## config.mk

```make
export PLATFORM = sky130hd
export DESIGN_NAME = binary_search_4_bits
export DESIGN_NICKNAME = d
export VERILOG_FILES = /design/src/rtl/binary_search_4_bits.sv
export SDC_FILE = /design/constraint.sdc
export NUM_CORES = 1
export LEC_CHECK = 0
export BUFFER_PORTS_ARGS = -buffer_cell sky130_fd_sc_hd__buf_4
export CAP_MARGIN = 30
export CELL_PAD_IN_SITES_DETAIL_PLACEMENT = 1
export CELL_PAD_IN_SITES_GLOBAL_PLACEMENT = 1
export CORE_MARGIN = 2
export CORE_UTILIZATION = 30
export DETAILED_ROUTE_END_ITERATION = 12
export PLACE_DENSITY = 0.64
export SYNTH_ARGS = -nofsm -noshare
export SYNTH_HDL_FRONTEND = slang
export SYNTH_SLANG_ARGS = --single-unit
```

## constraint.sdc

```tcl
create_clock -name clk -period 2.11 [get_ports clk]
set_input_delay 0.3165 -clock clk [delete_from_list [all_inputs] [get_ports clk]]
set_output_delay 0.3165 -clock clk [all_outputs]
set_load 0.03 [all_outputs]
```

## src/rtl/binary_search_4_bits.sv

```systemverilog
// binary_search_4_bits: binary-search initiator that locates the value held by a
// magnitude-comparator responder (A = target, B = guess).
// Latency: 2 cycles per probe (CALC + at least one PROBE cycle); at most WIDTH+1 probes.
// Backpressure: PROBE holds guess/guess_valid until resp_valid is seen.
// Optional macro BINARY_SEARCH_TIMEOUT_EN: abort to ERR after TIMEOUT_CYCLES unanswered PROBE cycles.
module binary_search_4_bits #(
  parameter int WIDTH          = 4,
  parameter int TIMEOUT_CYCLES = 255
) (
  input  logic             clk,
  input  logic             rst,
  input  logic             start,
  output logic [WIDTH-1:0] guess,
  output logic             guess_valid,
  input  logic             resp_valid,
  input  logic             resp_ma,
  input  logic             resp_me,
  input  logic             resp_ig,
  output logic             done,
  output logic [WIDTH-1:0] result,
  output logic [2:0]       steps,
  output logic             error
);

  // steps is 3 bits wide, so WIDTH+1 probes must fit; the timeout needs at least one cycle.
  if (WIDTH < 1 || WIDTH > 6 || TIMEOUT_CYCLES < 1) begin : g_param_check
    $error("binary_search_4_bits: WIDTH must be 1..6 and TIMEOUT_CYCLES >= 1");
  end

  typedef enum logic [2:0] {
    S_IDLE  = 3'd0,
    S_CALC  = 3'd1,
    S_PROBE = 3'd2,
    S_DONE  = 3'd3,
    S_ERR   = 3'd4
  } state_t;

  localparam logic [WIDTH-1:0] MAX_V = '1;

  state_t           state_q, state_d;
  logic [WIDTH-1:0] lo_q, lo_d;
  logic [WIDTH-1:0] hi_q, hi_d;
  logic [WIDTH-1:0] guess_q, guess_d;
  logic [WIDTH-1:0] result_q, result_d;
  logic [2:0]       steps_q, steps_d;

  // guess+1 keeps the carry so "guess+1 > hi" is exact; guess-1 is only used when guess != 0.
  logic [WIDTH:0]   guess_inc;
  logic [WIDTH-1:0] guess_dec;

`ifdef BINARY_SEARCH_TIMEOUT_EN
  localparam int TW = $clog2(TIMEOUT_CYCLES + 1);
  localparam logic [TW-1:0] TMO_LAST = TW'(TIMEOUT_CYCLES - 1);
  logic [TW-1:0] tmo_q, tmo_d;
`endif

  assign guess_inc = {1'b0, guess_q} + (WIDTH+1)'(1);
  assign guess_dec = guess_q - WIDTH'(1);

  // Outputs are decoded from registers only: no input reaches an output combinationally.
  assign guess       = guess_q;
  assign guess_valid = (state_q == S_PROBE);
  assign done        = (state_q == S_DONE);
  assign error       = (state_q == S_ERR);
  assign result      = result_q;
  assign steps       = steps_q;

  // Next-state and datapath decode for the search FSM.
  always_comb begin
    state_d  = state_q;
    lo_d     = lo_q;
    hi_d     = hi_q;
    guess_d  = guess_q;
    result_d = result_q;
    steps_d  = steps_q;
`ifdef BINARY_SEARCH_TIMEOUT_EN
    tmo_d    = tmo_q;
`endif
    case (state_q)
      S_IDLE, S_DONE, S_ERR: begin
        if (start) begin
          lo_d    = '0;
          hi_d    = MAX_V;
          steps_d = '0;
          state_d = S_CALC;
        end
      end
      S_CALC: begin
        // Midpoint computed one bit wider so lo+hi cannot wrap.
        guess_d = WIDTH'(({1'b0, lo_q} + {1'b0, hi_q}) >> 1);
        state_d = S_PROBE;
`ifdef BINARY_SEARCH_TIMEOUT_EN
        tmo_d   = '0;
`endif
      end
      S_PROBE: begin
        if (resp_valid) begin
          steps_d = steps_q + 3'd1;
          case ({resp_ma, resp_me, resp_ig})
            3'b001: begin
              result_d = guess_q;
              state_d  = S_DONE;
            end
            3'b100: begin
              // Target above guess: raise the floor, or fail if no room remains.
              if (guess_q == MAX_V) begin
                state_d = S_ERR;
              end else begin
                lo_d    = guess_inc[WIDTH-1:0];
                state_d = (guess_inc > {1'b0, hi_q}) ? S_ERR : S_CALC;
              end
            end
            3'b010: begin
              // Target below guess: lower the ceiling, or fail if no room remains.
              if (guess_q == '0) begin
                state_d = S_ERR;
              end else begin
                hi_d    = guess_dec;
                state_d = (guess_dec < lo_q) ? S_ERR : S_CALC;
              end
            end
            default: state_d = S_ERR;
          endcase
        end
`ifdef BINARY_SEARCH_TIMEOUT_EN
        else if (tmo_q == TMO_LAST) begin
          state_d = S_ERR;
        end else begin
          tmo_d = tmo_q + TW'(1);
        end
`endif
      end
      default: state_d = S_IDLE;
    endcase
  end

  // State and datapath registers with synchronous reset taking priority.
  always_ff @(posedge clk) begin
    if (rst) begin
      state_q  <= S_IDLE;
      lo_q     <= '0;
      hi_q     <= MAX_V;
      guess_q  <= '0;
      result_q <= '0;
      steps_q  <= '0;
    end else begin
      state_q  <= state_d;
      lo_q     <= lo_d;
      hi_q     <= hi_d;
      guess_q  <= guess_d;
      result_q <= result_d;
      steps_q  <= steps_d;
    end
  end

`ifdef BINARY_SEARCH_TIMEOUT_EN
  // Unanswered-probe cycle counter.
  always_ff @(posedge clk) begin
    if (rst) begin
      tmo_q <= '0;
    end else begin
      tmo_q <= tmo_d;
    end
  end
`endif

endmodule

```

==> impl_metrics.csv <==
group,metric,value,unit
status,status,"completed",
placed_design,dp_hpwl,2.75,mm
floorplan,top_level_ports,21,
worst_hold_path,min_from,"start",
drt,drtPass1Iterations,4,
sta,fmax,496,MHz
drt,vias_per_cell,5.17,
synthesis,synth_compound_area_share,17.1,%
clock_tree,root_buffer,"clkbuf_8",
worst_setup_path,cp-startpoint,"guess[0]",
synthesis,synth.distinct_cells,44,
worst_setup_path,required,2.28,ns
clock_tree,cts.path.max_buffers,2,
drt,antenna_left,0,
floorplan,die_w,72.3,microns
clock_tree,cts_buffers,3,
worst_setup_path,cp-end-kind,"flop",
sta,finClkSkew,0.00428,ns
pwr,p_sw,0.306,mW
worst_setup_path,crit_chain,"buf_4 > ha_1 > xor2_1 > ha_1 > nand4_1 > o21ai_0 > o21ba_2 > a221oi_1",
sta,slew_viol_final,0,
worst_setup_path,cp_common_cell,"ha_1",
pwr,ir_drop,0.192,mV
clock_tree,cts_tree,"done",
drt,drc,0,
worst_setup_path,max_stage_delay,0.35,ns
drt,initialDrtViolationCount,39,
pwr,p_clk_share,31.6,%
synthesis,synth_xor_area_share,4.38,%
grt,grt_max_degree,24,
pwr,p_per_area,593,mW/mm^2
grt,overflow,0,
worst_hold_path,min_path_type,"in -> reg",
worst_setup_path,crit_path_top_delay_cell,"dfxtp_4",
floorplan,core_region_area,0.00441,sq mm
synthesis,muxShareOfSynthArea,5.72,%
sta,hold_ws,0.402,ns
synthesis,synth.avg_cell_area,8.75,sq um
synthesis,synth_seq_cells,22,
grt,first_global_vias,1246,
placed_design,dp_cells,228,
pwr,total_power,0.996,mW
worst_setup_path,arrival,2.18,ns
sta,fin_crit,2.02,ns
sta,worst_pin_slew,0.516,ns
finish,antennaDiodeCount,0,
job,drv_cap,0,
grt,grt_first_pass_wirelength,6.04,mm
worst_setup_path,cp-start-kind,"flop",
clock_tree,clock_latency,0.26,ns
finish,nets,202,
worst_setup_path,path_class,"reg -> reg",
clock_tree,htreeDepth,1,
clock_tree,cts_setup_buffers,0,
finish,drive_above_1_share,22.2,%
grt,antenna_found_initial,0,
finish,instances_no_fill,232,
sta,fin_tns_setup,0,ns
floorplan,start_util,31.7,%
grt,grt_usage,14.8,%
pwr,seq_power_share,44.5,%
synthesis,syn-cell-area,0.00140,sq mm
drt,wirelength,3.55,mm
pwr,p_leak,0.728,nW
pwr,p_int,0.690,mW
placed_design,gp_congestion,0.795,
finish,syn_to_final_growth,19.9,%
synthesis,synth_nets,181,
synthesis,ys_seq_area_share,31.5,%
pwr,comb_power_share,24.0,%
worst_setup_path,r2r-start,"guess[0]",
drt,wl_per_cell,15.3,microns
placed_design,portBuffers,20,
sta,hold_viol_final,0,
pwr,power.share.switching,30.7,%
worst_setup_path,cp_top_family,"compound AO/OA/AOI/OAI gates",
synthesis,synth_top_family_by_area,"simple AND/OR/NAND/NOR gates",
sta,final.period_utilization,95.5,%
worst_setup_path,crit_fanout,10,
sta,final-setup-viol-count,0,
synthesis,synth_cells,160,
floorplan,rows,24,
clock_tree,clk_pin_slew,0.09,ns
floorplan,die_h,72.3,microns
synthesis,synthAdderAreaFrac,13.0,%
clock_tree,cts.sinks,22,
sta,slew-limit-headroom,65.5,%
sta,rsz0062_at_grt,"no",
worst_setup_path,cp_num_buf_inv,1,
finish,final_util,38.0,%
synthesis,synthSimpleGateAreaFrac,21.7,%
synthesis,yosys_warnings,0,
floorplan,dieArea,0.00523,sq mm
drt,vias,1199,
[placed cells by master (no fill, tap or decap), types with 2 or more instances in the layout]
cell type and n:
o21ai_2 2, mux2i_1 8, inv_1 12, and2_1 3
clkbuf_8 4, nand3_1 5, a21oi_1 12, dfxtp_4 2
dfxtp_1 20, nand2b_1 4, o21ai_1 3, buf_4 22
ha_1 12, a41oi_1 2, o21ai_0 3, xnor2_1 3
xor2_1 4, nor3_1 7, nor2b_1 3, nand2_1 8
nor2_1 16
[final cells by class]
| type | instances | area [sq um] |
|---|---|---|
| Multi-Input combinational cell | 119 | 885 |
| Inverter | 13 | 61.3 |
| Sequential cell | 22 | 448 |
| Clock buffer | 4 | 55.1 |
| Tap cell | 52 | 65.1 |
| Timing Repair Buffer | 22 | 165 |
| Fill cell | 512 | 2740 |
[cells in the mapped netlist]
library cell / instances / area, sq um
dfxtp_1: 22 / 440
mux2i_1: 8 / 80.1
and3_1: 1 / 6.26
o21a_1: 1 / 7.51
nand4_1: 1 / 6.26
inv_1: 12 / 45.0
a41oi_1: 2 / 17.5
nand3_1: 5 / 25.0
clkinv_8: 1 / 16.3
xnor2_1: 3 / 26.3
a211o_1: 1 / 8.76
and3b_1: 1 / 8.76
a21boi_0: 1 / 7.51
nor2b_1: 3 / 18.8
nor2_1: 16 / 60.1
buf_2: 1 / 5.00
o21ai_1: 2 / 10.0
a221oi_1: 1 / 8.76
a22oi_4: 1 / 21.3
a211oi_1: 2 / 15.0
and2_1: 3 / 18.8
clkbuf_1: 4 / 15.0
buf_6: 1 / 11.3
nand2_8: 1 / 20.0
nand2b_1: 4 / 25.0
nor4_1: 1 / 6.26
o21ba_2: 1 / 10.0
nor3_1: 7 / 35.0
o2111ai_1: 1 / 8.76
o21ai_2: 2 / 17.5
a21oi_1: 12 / 60.1
nand2_1: 8 / 30.0
a311oi_1: 1 / 8.76
o21ai_0: 4 / 20.0
xor2_1: 4 / 35.0
a31o_2: 1 / 8.76
nor3b_2: 1 / 12.5
a22o_1: 1 / 8.76
fa_1: 1 / 20.0
or2_1: 1 / 6.26
nor3b_1: 1 / 7.51
ha_1: 13 / 163
or2_2: 1 / 6.26
or3b_4: 1 / 11.3
[state kept, by name, summed over array words and instances, names as in the netlist]
| signal | flops |
|---|---|
| guess | 4 |
| hi_q | 4 |
| lo_q | 4 |
| result | 4 |
| state_q | 3 |
| steps | 3 |
[power by group through the flow]
stage	registers, mW	logic (mW)	clock network [mW]
4_1_cts	0.443	0.229	0.325
5_1_grt	0.445	0.266	0.341
6_report	0.443	0.239	0.314
3_3_place_gp	0.452	0.222	0
3_5_place_dp	0.453	0.226	0
2_1_floorplan	0.460	0.147	0
[metal layers]
metal | global-route usage (%) | part of all wire (%) | up-vias
met3 | 2.08 | 2.6 | 2
li1 | - | - | 599
met2 | 23.8 | 46 | 14
met5 | 0 | 0 | -
met4 | 3.77 | 0.48 | 0
met1 | 20.8 | 51 | 584
[logic make-up (layout without fill, tap and decap cells)]
group / Yosys count / in the layout
simple gates: 56 / 56
compound gates: 34 / 34
flops: 22 / 22
buf+inv: 19 / 39
fa+ha+maj: 14 / 14
mux: 8 / 8
xor+xnor: 7 / 7
[path summary, 6_finish.rpt]
path           endpoint  slack, ns  depth (start not counted)
min            steps[2]       0.40                          3
max reg2reg  state_q[0]       0.09                          8
max          state_q[0]       0.09                          8
min reg2reg   result[3]       0.51                          2
[through the flow]
stage	instance area (sq um)	worst slack [ns]
after floorplan	1410	0.0155
after global placement	1600	0.115
after detailed placement	1600	0.0162
after CTS	1660	0.00960
after global routing	1680	0.0185
final	1680	0.0940
[worst min-delay path, delay by kind of cell]
| kind | cells | cell delay (ns) |
|---|---|---|
| buffers and inverters | 1 | 0.11 |
| AND/OR/NAND/NOR | 1 | 0.05 |
| AO/OA/AOI/OAI | 1 | 0.15 |
[what timing repair did]
item | CTS | global route
hold endpoints to repair | 0 | 0
hold buffers | 0 | 0
endpoints found under the setup margin | 0 | 2
gates resized for setup | 0 | 5
Note: power is estimated with default switching activity, not from simulation.
